$ cat config.mk
export PLATFORM = sky130hd
export DESIGN_NAME = btn_pulse_gen
export DESIGN_NICKNAME = d
export VERILOG_FILES = /design/src/rtl/btn_pkg.sv /design/src/rtl/btn_pulse_lane.sv /design/src/rtl/btn_pulse_gen.sv
export SDC_FILE = /design/constraint.sdc
export NUM_CORES = 1
export LEC_CHECK = 0
export ABC_AREA = 1
export ABC_CLOCK_PERIOD_IN_PS = 1900
export BUFFER_PORTS_ARGS = -buffer_cell sky130_fd_sc_hd__buf_2
export CAP_MARGIN = 20
export CORE_MARGIN = 2
export CORE_UTILIZATION = 56
export CTS_BUF_LIST = sky130_fd_sc_hd__clkbuf_16
export DETAILED_ROUTE_END_ITERATION = 16
export GPL_TIMING_DRIVEN = 0
export MAX_ROUTING_LAYER = met4
export PLACE_DENSITY = 0.72
export RECOVER_POWER = 25
export SLEW_MARGIN = 10
export SYNTH_ARGS = -nofsm -noshare
export SYNTH_HDL_FRONTEND = slang
export SYNTH_SLANG_ARGS = --single-unit
$ cat constraint.sdc
create_clock -name clk -period 1.9 [get_ports clk]
set_input_delay 0.285 -clock clk [delete_from_list [all_inputs] [get_ports clk]]
set_output_delay 0.285 -clock clk [all_outputs]
set_load 0.01 [all_outputs]
$ cat src/rtl/btn_pkg.sv
// -----------------------------------------------------------------------------
// btn_pkg
// Shared definitions for the button pulse generator.
//   lane_state_t       : per-lane state encoding (WAIT_REL, IDLE, HOLD, REPEAT)
//   DEF_HOLD_CYCLES    : default press-to-first-repeat delay at 100 MHz (0.5 s)
//   DEF_REPEAT_CYCLES  : default repeat period at 100 MHz (0.1 s)
// -----------------------------------------------------------------------------
package btn_pkg;

    typedef enum logic [1:0] {
        WAIT_REL = 2'd0,
        IDLE     = 2'd1,
        HOLD     = 2'd2,
        REPEAT   = 2'd3
    } lane_state_t;

    localparam int DEF_HOLD_CYCLES   = 50_000_000;
    localparam int DEF_REPEAT_CYCLES = 10_000_000;

endpackage : btn_pkg

$ cat src/rtl/btn_pulse_lane.sv
// -----------------------------------------------------------------------------
// btn_pulse_lane
// One button lane: turns a debounced level into a single press pulse, then
// auto-repeat pulses while the button stays held.
// Ports:
//   clk        in  system clock
//   rst_n      in  asynchronous active-low reset
//   btn_lvl    in  debounced button level (synchronous to clk)
//   repeat_en  in  auto-repeat enable, sampled every cycle
//   pulse      out registered one-cycle press/repeat pulse
//   held       out registered, high while the lane is in HOLD or REPEAT
// The lane state register is named `state` for hierarchical observation.
// -----------------------------------------------------------------------------
module btn_pulse_lane
    import btn_pkg::*;
#(
    parameter int HOLD_CYCLES   = DEF_HOLD_CYCLES,
    parameter int REPEAT_CYCLES = DEF_REPEAT_CYCLES
) (
    input  logic clk,
    input  logic rst_n,
    input  logic btn_lvl,
    input  logic repeat_en,
    output logic pulse,
    output logic held
);

    localparam int CNT_MAX = (HOLD_CYCLES > REPEAT_CYCLES) ? HOLD_CYCLES : REPEAT_CYCLES;
    localparam int CW      = $clog2(CNT_MAX);

    localparam logic [CW-1:0] HOLD_LAST   = CW'(HOLD_CYCLES - 1);
    localparam logic [CW-1:0] REPEAT_LAST = CW'(REPEAT_CYCLES - 1);

    lane_state_t   state, state_nxt;
    logic [CW-1:0] cnt, cnt_nxt;
    logic          pulse_nxt;
    logic          held_nxt;

    always_ff @(posedge clk or negedge rst_n) begin
        if (!rst_n) begin
            state <= WAIT_REL;
            cnt   <= '0;
            pulse <= 1'b0;
            held  <= 1'b0;
        end else begin
            state <= state_nxt;
            cnt   <= cnt_nxt;
            pulse <= pulse_nxt;
            held  <= held_nxt;
        end
    end

    always_comb begin
        state_nxt = state;
        cnt_nxt   = cnt;
        pulse_nxt = 1'b0;

        unique case (state)
            // Leaving reset with the button down must not count as a press.
            WAIT_REL: begin
                if (!btn_lvl) state_nxt = IDLE;
            end

            IDLE: begin
                if (btn_lvl) begin
                    state_nxt = HOLD;
                    cnt_nxt   = '0;
                    pulse_nxt = 1'b1;
                end
            end

            // Release is checked first so a release on the terminal-count
            // edge never emits a pulse.
            HOLD: begin
                if (!btn_lvl) begin
                    state_nxt = IDLE;
                    cnt_nxt   = '0;
                end else if (cnt == HOLD_LAST) begin
                    if (repeat_en) begin
                        state_nxt = REPEAT;
                        cnt_nxt   = '0;
                        pulse_nxt = 1'b1;
                    end
                    // else: stay saturated until repeats are re-enabled
                end else begin
                    cnt_nxt = cnt + CW'(1);
                end
            end

            // Dropping repeat_en parks the lane in a saturated HOLD so that
            // re-enabling fires the next repeat on the following edge.
            REPEAT: begin
                if (!btn_lvl) begin
                    state_nxt = IDLE;
                    cnt_nxt   = '0;
                end else if (!repeat_en) begin
                    state_nxt = HOLD;
                    cnt_nxt   = HOLD_LAST;
                end else if (cnt == REPEAT_LAST) begin
                    cnt_nxt   = '0;
                    pulse_nxt = 1'b1;
                end else begin
                    cnt_nxt = cnt + CW'(1);
                end
            end

            default: begin
                state_nxt = WAIT_REL;
                cnt_nxt   = '0;
            end
        endcase

        held_nxt = (state_nxt == HOLD) || (state_nxt == REPEAT);
    end

endmodule : btn_pulse_lane

$ cat src/rtl/btn_pulse_gen.sv
// -----------------------------------------------------------------------------
// btn_pulse_gen
// Bank of independent button lanes converting debounced levels into
// single-cycle press and auto-repeat command pulses.
// Ports:
//   clk        in  system clock
//   rst_n      in  asynchronous active-low reset
//   btn_lvl    in  [NUM_BTN] debounced levels (bit 0 = U, then L, R, D)
//   repeat_en  in  global auto-repeat enable shared by all lanes
//   btn_pulse  out [NUM_BTN] one-cycle press/repeat pulse per lane
//   btn_held   out [NUM_BTN] high while a lane is in HOLD or REPEAT
// -----------------------------------------------------------------------------
module btn_pulse_gen
    import btn_pkg::*;
#(
    parameter int NUM_BTN       = 4,
    parameter int HOLD_CYCLES   = DEF_HOLD_CYCLES,
    parameter int REPEAT_CYCLES = DEF_REPEAT_CYCLES
) (
    input  logic               clk,
    input  logic               rst_n,
    input  logic [NUM_BTN-1:0] btn_lvl,
    input  logic               repeat_en,
    output logic [NUM_BTN-1:0] btn_pulse,
    output logic [NUM_BTN-1:0] btn_held
);

    for (genvar i = 0; i < NUM_BTN; i++) begin : g_lane
        btn_pulse_lane #(
            .HOLD_CYCLES   (HOLD_CYCLES),
            .REPEAT_CYCLES (REPEAT_CYCLES)
        ) u_lane (
            .clk       (clk),
            .rst_n     (rst_n),
            .btn_lvl   (btn_lvl[i]),
            .repeat_en (repeat_en),
            .pulse     (btn_pulse[i]),
            .held      (btn_held[i])
        );
    end

endmodule : btn_pulse_gen

After elaboration in Yosys (flattened, before gate mapping)
Cells that the tools add are included.

operators by class
  $add $sub $neg = 4
  eq/ne operators = 36
  bitwise operators = 0
  $lt $le $gt $ge = 0
  div/mod/pow operators = 0
  shift operators = 0
  mux-type cells = 90
  reduce and logical (&&, ||, !) cells = 16
  multiply operators = 0

operators by type and width
  cell                                             number
  two-way mux 26 bit                               25
  case mux 26 bit (3 select lines)                 4
  adder 26 x 1 -> 26 bit, second input constant    4
  == test 26 x 24 -> 1 bit, second input constant  4
  == test 26 bit, second input constant            4
  two-way mux 2 bit                                28
  == test 2 bit, second input constant             16
  case mux 2 bit (4 select lines)                  4
  two-way mux 1 bit                                25
  inequality test 4 bit, second input constant     4
  case mux 1 bit (3 select lines)                  4
  AND reduction 3 bit                              4
  nonzero test 3 bit                               4
  == test 2 x 1 -> 1 bit, second input constant    4
  logical NOT 2 bit                                4
  inequality test 2 bit, second input constant     4
  logical OR 1 bit                                 4

word-level totals
  memories kept = 0
  word-level logic and storage cells = 162
  RAM bits = 0
  flip-flop bits (word level) = 120
  output and inout port bits = 8
  latch bits = 0
  memory bits (read-only) = 0
  input bits = 7

Depth between registers and ports, before layout
  depth in word-level cells = 6
  mapped depth = 12
  gate-level depth less buffers = 12

Cells and area by module
A second synthesis with hierarchy kept.

unflattened totals
  cells, all modules = 1,559
  area total of the unflattened synthesis = 9,669.3 um^2

modules (own cells, without submodules)
  module                                 times used  cells an instance  seq. area each (um^2)  area each (um^2)
  btn_pulse_lane (g_lane[0].u_lane ...)  3           391                725.7                  2,414.8
  btn_pulse_lane (g_lane[3].u_lane)      1           386                750.7                  2,424.8

Least setup slack after synthesis
Ideal clock, no wire load.

  kind = flip-flop to flip-flop
  from = reg g_lane[0].u_lane.cnt[0]
  to = reg g_lane[0].u_lane.cnt[20]
  slack = 239 ps
  cell stages (with the launch flop) = 12
  required time = 1,779 ps
  path buffers = 1
  library setup time = 121 ps
  data arrival time = 1,540 ps
  period minus slack after synthesis = 1,661 ps
  path through = dfrtp_1 -> ha_1 -> nand2_2 -> nor2_4 -> nand3_2 -> nor2_1 -> nand3_1 -> nand2_2 -> buf_6 -> o21ai_1 -> nand2_1 -> nor2_1

on the way
  cells in the longest elaborated chain, start to end = 5
  elaborated cells on any way between the ends = 11
  those cells by class = add/sub (1); eq/ne (3); mux (6); reduce/logical (1)

ends and longest elaborated chain
  what                                                                line                                                               RTL
  from (decl)                                                         btn_pulse_lane.sv:35                                               logic [CW-1:0] cnt, cnt_nxt;
  from (signal assigned)                                              btn_pulse_lane.sv:47                                               cnt <= cnt_nxt;
  adder 26 x 1 -> 26 bit or == test 26 x 24 -> 1 bit (tied branches)  btn_pulse_lane.sv:86, btn_pulse_lane.sv:103, btn_pulse_lane.sv:99
  two-way mux 26 bit                                                  btn_pulse_lane.sv:99                                               end else if (cnt == REPEAT_LAST) begin
  two-way mux 26 bit                                                  btn_pulse_lane.sv:96                                               end else if (!repeat_en) begin
  two-way mux 26 bit                                                  btn_pulse_lane.sv:93                                               if (!btn_lvl) begin
  case mux 26 bit (3 select lines)                                    btn_pulse_lane.sv:58                                               unique case (state)

Parallel ways exist; a longest one is shown, timed or not.
A chain may end at the register's enable or synchronous reset.

Worst setup path in the final report
  from = reg g_lane[3].u_lane.cnt[1]
  to = reg g_lane[3].u_lane.cnt[1]

on the way
  cells in the longest elaborated chain, start to end = 5
  elaborated cells on any way between the ends = 11
  those cells by class = add/sub (1); eq/ne (3); mux (6); reduce/logical (1)

ends and longest elaborated chain
  what                                                                line
  from (decl)                                                         btn_pulse_lane.sv:35
  from (signal assigned)                                              btn_pulse_lane.sv:47
  adder 26 x 1 -> 26 bit or == test 26 x 24 -> 1 bit (tied branches)  btn_pulse_lane.sv:86, btn_pulse_lane.sv:103, btn_pulse_lane.sv:99
  two-way mux 26 bit                                                  btn_pulse_lane.sv:99
  two-way mux 26 bit                                                  btn_pulse_lane.sv:96
  two-way mux 26 bit                                                  btn_pulse_lane.sv:93
  case mux 26 bit (3 select lines)                                    btn_pulse_lane.sv:58

Parallel ways exist; a longest one is shown, timed or not.

==> metrics.md <==
| Metric | Value |
|---|---|
| Initial core utilization | `between 50% and 60%` |
| CTS tree | `done` |
| Die Area | `18,000 um^2` |
| Reg clk slew, reported paths | `approximately 0.05 ns` |
| Gate Count Post-Synth | `1,476` |
| Worst path max stage delay | `about 0.41 ns` |
| Placed cell areas | `about 9800 um^2` |
| Critical path fanouts, max | `7` |
| Vias/cell | `5.67` |
| Iter 0 DRT Violations | `between 900 and 1,000` |
| Largest net degree at the start of global routing | `63` |
| Final count of negative-setup-slack endpoints | `0` |
| Maxcap violations | `0` |
| Ys Warns | `0` |
| Crit Path Class | `flip-flop to flip-flop` |
| Clk Tree Root Cell | `clkbuf_16` |
| Total length of routed wires | `roughly 28,000 um` |
| Die width | `roughly 130 um` |
| Switching share of power | `between 30% and 40%` |
| Synth Net Count | `1,487` |
| Met2 Track Usage GR | `between 50% and 60%` |
| Post-synth top cells | `nand2_1 (428), nor2_1 (209), inv_1 (168)` |
| Endpoints failing hold | `0` |
| Mux cell area share after synthesis | `0%` |
| Initial antenna violation count | `0` |
| Synthesized flop and latch total | `120` |
| Detail-routed net length per standard cell | `approximately 16 um` |
| P_leak | `4.92 nW` |
| Top-area cell type share of the netlist area | `around a third` |
| Post-synthesis compound-gate area fraction | `approximately a tenth` |
| Grt total ovfl | `0` |
| Layout cells sized above 1 | `roughly an eighth` |
| Cell repeated most along the worst path | `nand2_4` |
| Clock buffer count from CTS | `17` |
| Mapped cell area | `roughly 9500 um^2` |
| Maximum buffer depth of the clock tree | `2` |
| Status | `complete, no violations` |
| Critical path cell sequence | `ha_4 > nand2_4 > nor2_4 > nand2_4 > nor2_4 > nand3_2 > nand2_4 > inv_2 > o21ai_0 > o21ai_0` |
| Most used routing layer in global routing | `met2` |
| Sequential cell area fraction in the yosys report | `between 30% and 40%` |
| Power share of the sequential group | `38.8%` |
| Clock latency on the worst-skew pair | `roughly 0.43 ns` |
| CP top delay family | `simple AND/OR/NAND/NOR gates` |
| Critical path required time | `2.20 ns` |
| Area Overhead vs Synth | `13.3%` |
| Post-Synth Adder-Cell Area | `less than 1%` |
| Worst Hold Class | `input port to flip-flop` |
| Worst Tran Pin Value | `around 0.85 ns` |
| Vias in the first global route | `between 9,000 and 10,000` |
| Core box area | `16,600 um^2` |
| Post-Synth Simple-Gate Area | `approximately 46%` |
| Post-layout net count | `1,530` |
| Crit path DAT | `2.16 ns` |
| # fillers | `around 1,600` |
| Post-Layout Inst Area | `about 11,000 um^2` |
| Antenna viol nets, final | `0` |
| Most frequent cell after synthesis | `nand2_1` |
| Startpoint types | `flip-flop` |
| Total power density per cell area | `about 750 nW/um^2` |
| Period minus WS final | `approximately 1.9 ns` |
| GR Util met1 | `43.5%` |
| Gp weighted congestion | `around 1.0` |
| Max stage delay cell, worst path | `dfrtp_1` |
| Post-Synth XOR/XNOR Area | `2.49%` |
| Number of remaining DRC errors | `0` |
| Synthesized area per cell | `approximately 6.4 um^2` |
| Total GRT Usage | `between 30 and 40%` |
| Period utilisation layout | `around 100%` |
| I/O Buffers | `11` |
| CP Capture Type | `flip-flop` |
| Clock Power Share | `39.8%` |
| Rows | `47` |
| Top post-synthesis cells by area | `dfrtp_1 (32%), nand2_1 (17%), nand3_1 (8.3%)` |
| Slew Limit Fails | `0` |
| 1st-pass router iterations | `7` |
| DP HPWL | `20,200 um` |
| Synth area leader | `dfrtp_1` |
| Worst clock skew | `about 0.011 ns` |
| Crit path buf inv count | `1` |
| EDFF count, synth | `0` |
| Peak Freq | `0.537 GHz` |
| Gate power share | `about a fifth` |
| Num Clock Sinks | `120` |
| CTS H-Tree Depth | `4` |
| Cell variety after synth | `45` |
| Routing usage on met3 | `approximately 5.2%` |
| Hold slack | `around 0.23 ns` |
| N_diodes | `0` |
| Largest family of logic cells by synthesized area | `simple AND/OR/NAND/NOR gates` |
| Asr flop ratio synth | `100%` |
| First-pass GRT wire length | `45,000 um` |
| Slew HR | `43.1%` |
| Prevailing post-synth register cell | `dfrtp_1` |
| Worst vdd ir | `between 0.7 and 0.8 mV` |
| Psw | `around 2.6 mW` |
| Internal power | `5.40 mW` |
| Total vias in the final route | `between 9,000 and 10,000` |
| Boundary Pins | `15` |
| Die Y | `roughly 130 um` |
-- worst reg2reg max path, cell delays in order (launching register included) --
cell and delay (ns):
dfrtp_1 0.41, ha_4 0.18, nand2_4 0.06, nor2_4 0.21, nand2_4 0.10, nor2_4 0.17
nand3_2 0.13, nand2_4 0.14, inv_2 0.10, o21ai_0 0.11, o21ai_0 0.12
-- layer usage --
| metal | wire length (um) | vias up |
|---|---|---|
| met1 | 12600 | 4597 |
| met4 | 416 | 0 |
| li1 | - | 4909 |
| met5 | 0 | - |
| met3 | 1730 | 44 |
| met2 | 13100 | 382 |
-- cell usage in the layout, fill, tap and decap left out, types with 11 or more instances in the layout --
cell type	n
buf_2	15
nand3_1	155
nor3_1	20
nand4_1	66
nand3_2	16
o21ai_0	70
clkbuf_16	17
nand2_1	420
nand2_2	17
nor2_2	20
inv_2	12
clkbuf_1	11
xor2_1	25
nand2_4	12
a21oi_1	31
inv_1	168
dfrtp_1	116
nor2_4	12
nor2_1	191
buf_4	20
-- timing repair --
item                                    in CTS  in global routing
endpoints found under the hold margin       58                  0
gates resized for setup                     10                 58
buffers inserted                             2                  7
endpoints found under the setup margin      46                 97
hold buffers                                 1                  0
pin swaps                                    2                  8
gates cloned                                 2                  0
-- metrics by stage --
stage / power (mW) / worst slack [ns] / cells / setup TNS, ns / util [%]
after floorplan: 4.20 / 0.239 / 1476 / 0 / -
after global placement: 4.65 / -0.997 / 1707 / -121.20 / 59.2
after detailed placement: 4.69 / -0.147 / 1708 / -2.82 / 59.4
after CTS: 7.93 / 0.00148 / 1744 / 0 / 63.3
after global routing: 8.39 / -0.0712 / 1751 / -0.265 / 64.8
final: 8.02 / 0.0374 / 1751 / 0 / 64.8
-- logic make-up (layout without fill, tap and decap cells) --
logic type / after synthesis / count (layout)
simple gates: 950 / 952
buf+inv: 224 / 277
compound gates: 151 / 151
flops: 120 / 120
xor+xnor: 27 / 27
fa+ha+maj: 4 / 4
-- sequential cells by signal, indices dropped and copies added (netlist names) --
signal	count
g_lane.u_lane.cnt	104
g_lane.u_lane.held	4
g_lane.u_lane.pulse	4
g_lane.u_lane.state	8
-- cell type report --
cell class | count | area [um^2] | area share, %
plain buffers | 45 | 294 | 2.74
clock buffers | 17 | 425 | 3.96
clock inverters | 14 | 144 | 1.34
inverters | 179 | 682 | 6.35
multi-input cells | 1134 | 5760 | 53.6
flip-flops and latches | 120 | 3010 | 28.0
well taps | 220 | 275 | 2.56
repair buffers | 22 | 163 | 1.51
-- power by group through the flow --
stage / Combinational [mW] / Clock [mW] / Sequential, mW
floorplan: 1.16 / 0 / 3.04
global placement: 1.53 / 0 / 3.12
detailed placement: 1.57 / 0 / 3.12
CTS: 1.62 / 3.22 / 3.10
global route: 1.91 / 3.34 / 3.14
finish: 1.72 / 3.19 / 3.11
-- final timing paths --
kind,from,endpoint,slack (ns),cells past startpoint
worst min register to register,g_lane[2].u_lane.cnt[3]$_DFFE_PN0P_,g_lane[2].u_lane.cnt[3]$_DFFE_PN0P_,0.50,2
max in group asynchronous,rst_n,g_lane[1].u_lane.cnt[19]$_DFFE_PN0P_,0.57,3
worst max register to register,g_lane[3].u_lane.cnt[1]$_DFFE_PN0P_,g_lane[3].u_lane.cnt[1]$_DFFE_PN0P_,0.04,10
worst max-delay path,g_lane[3].u_lane.cnt[1]$_DFFE_PN0P_,g_lane[3].u_lane.cnt[1]$_DFFE_PN0P_,0.04,10
worst min-delay path,btn_lvl[1],g_lane[1].u_lane.held$_DFF_PN0_,0.23,3
min in group asynchronous,rst_n,g_lane[0].u_lane.cnt[3]$_DFFE_PN0P_,0.52,2
No activity file was read; power rests on OpenSTA's default activity.
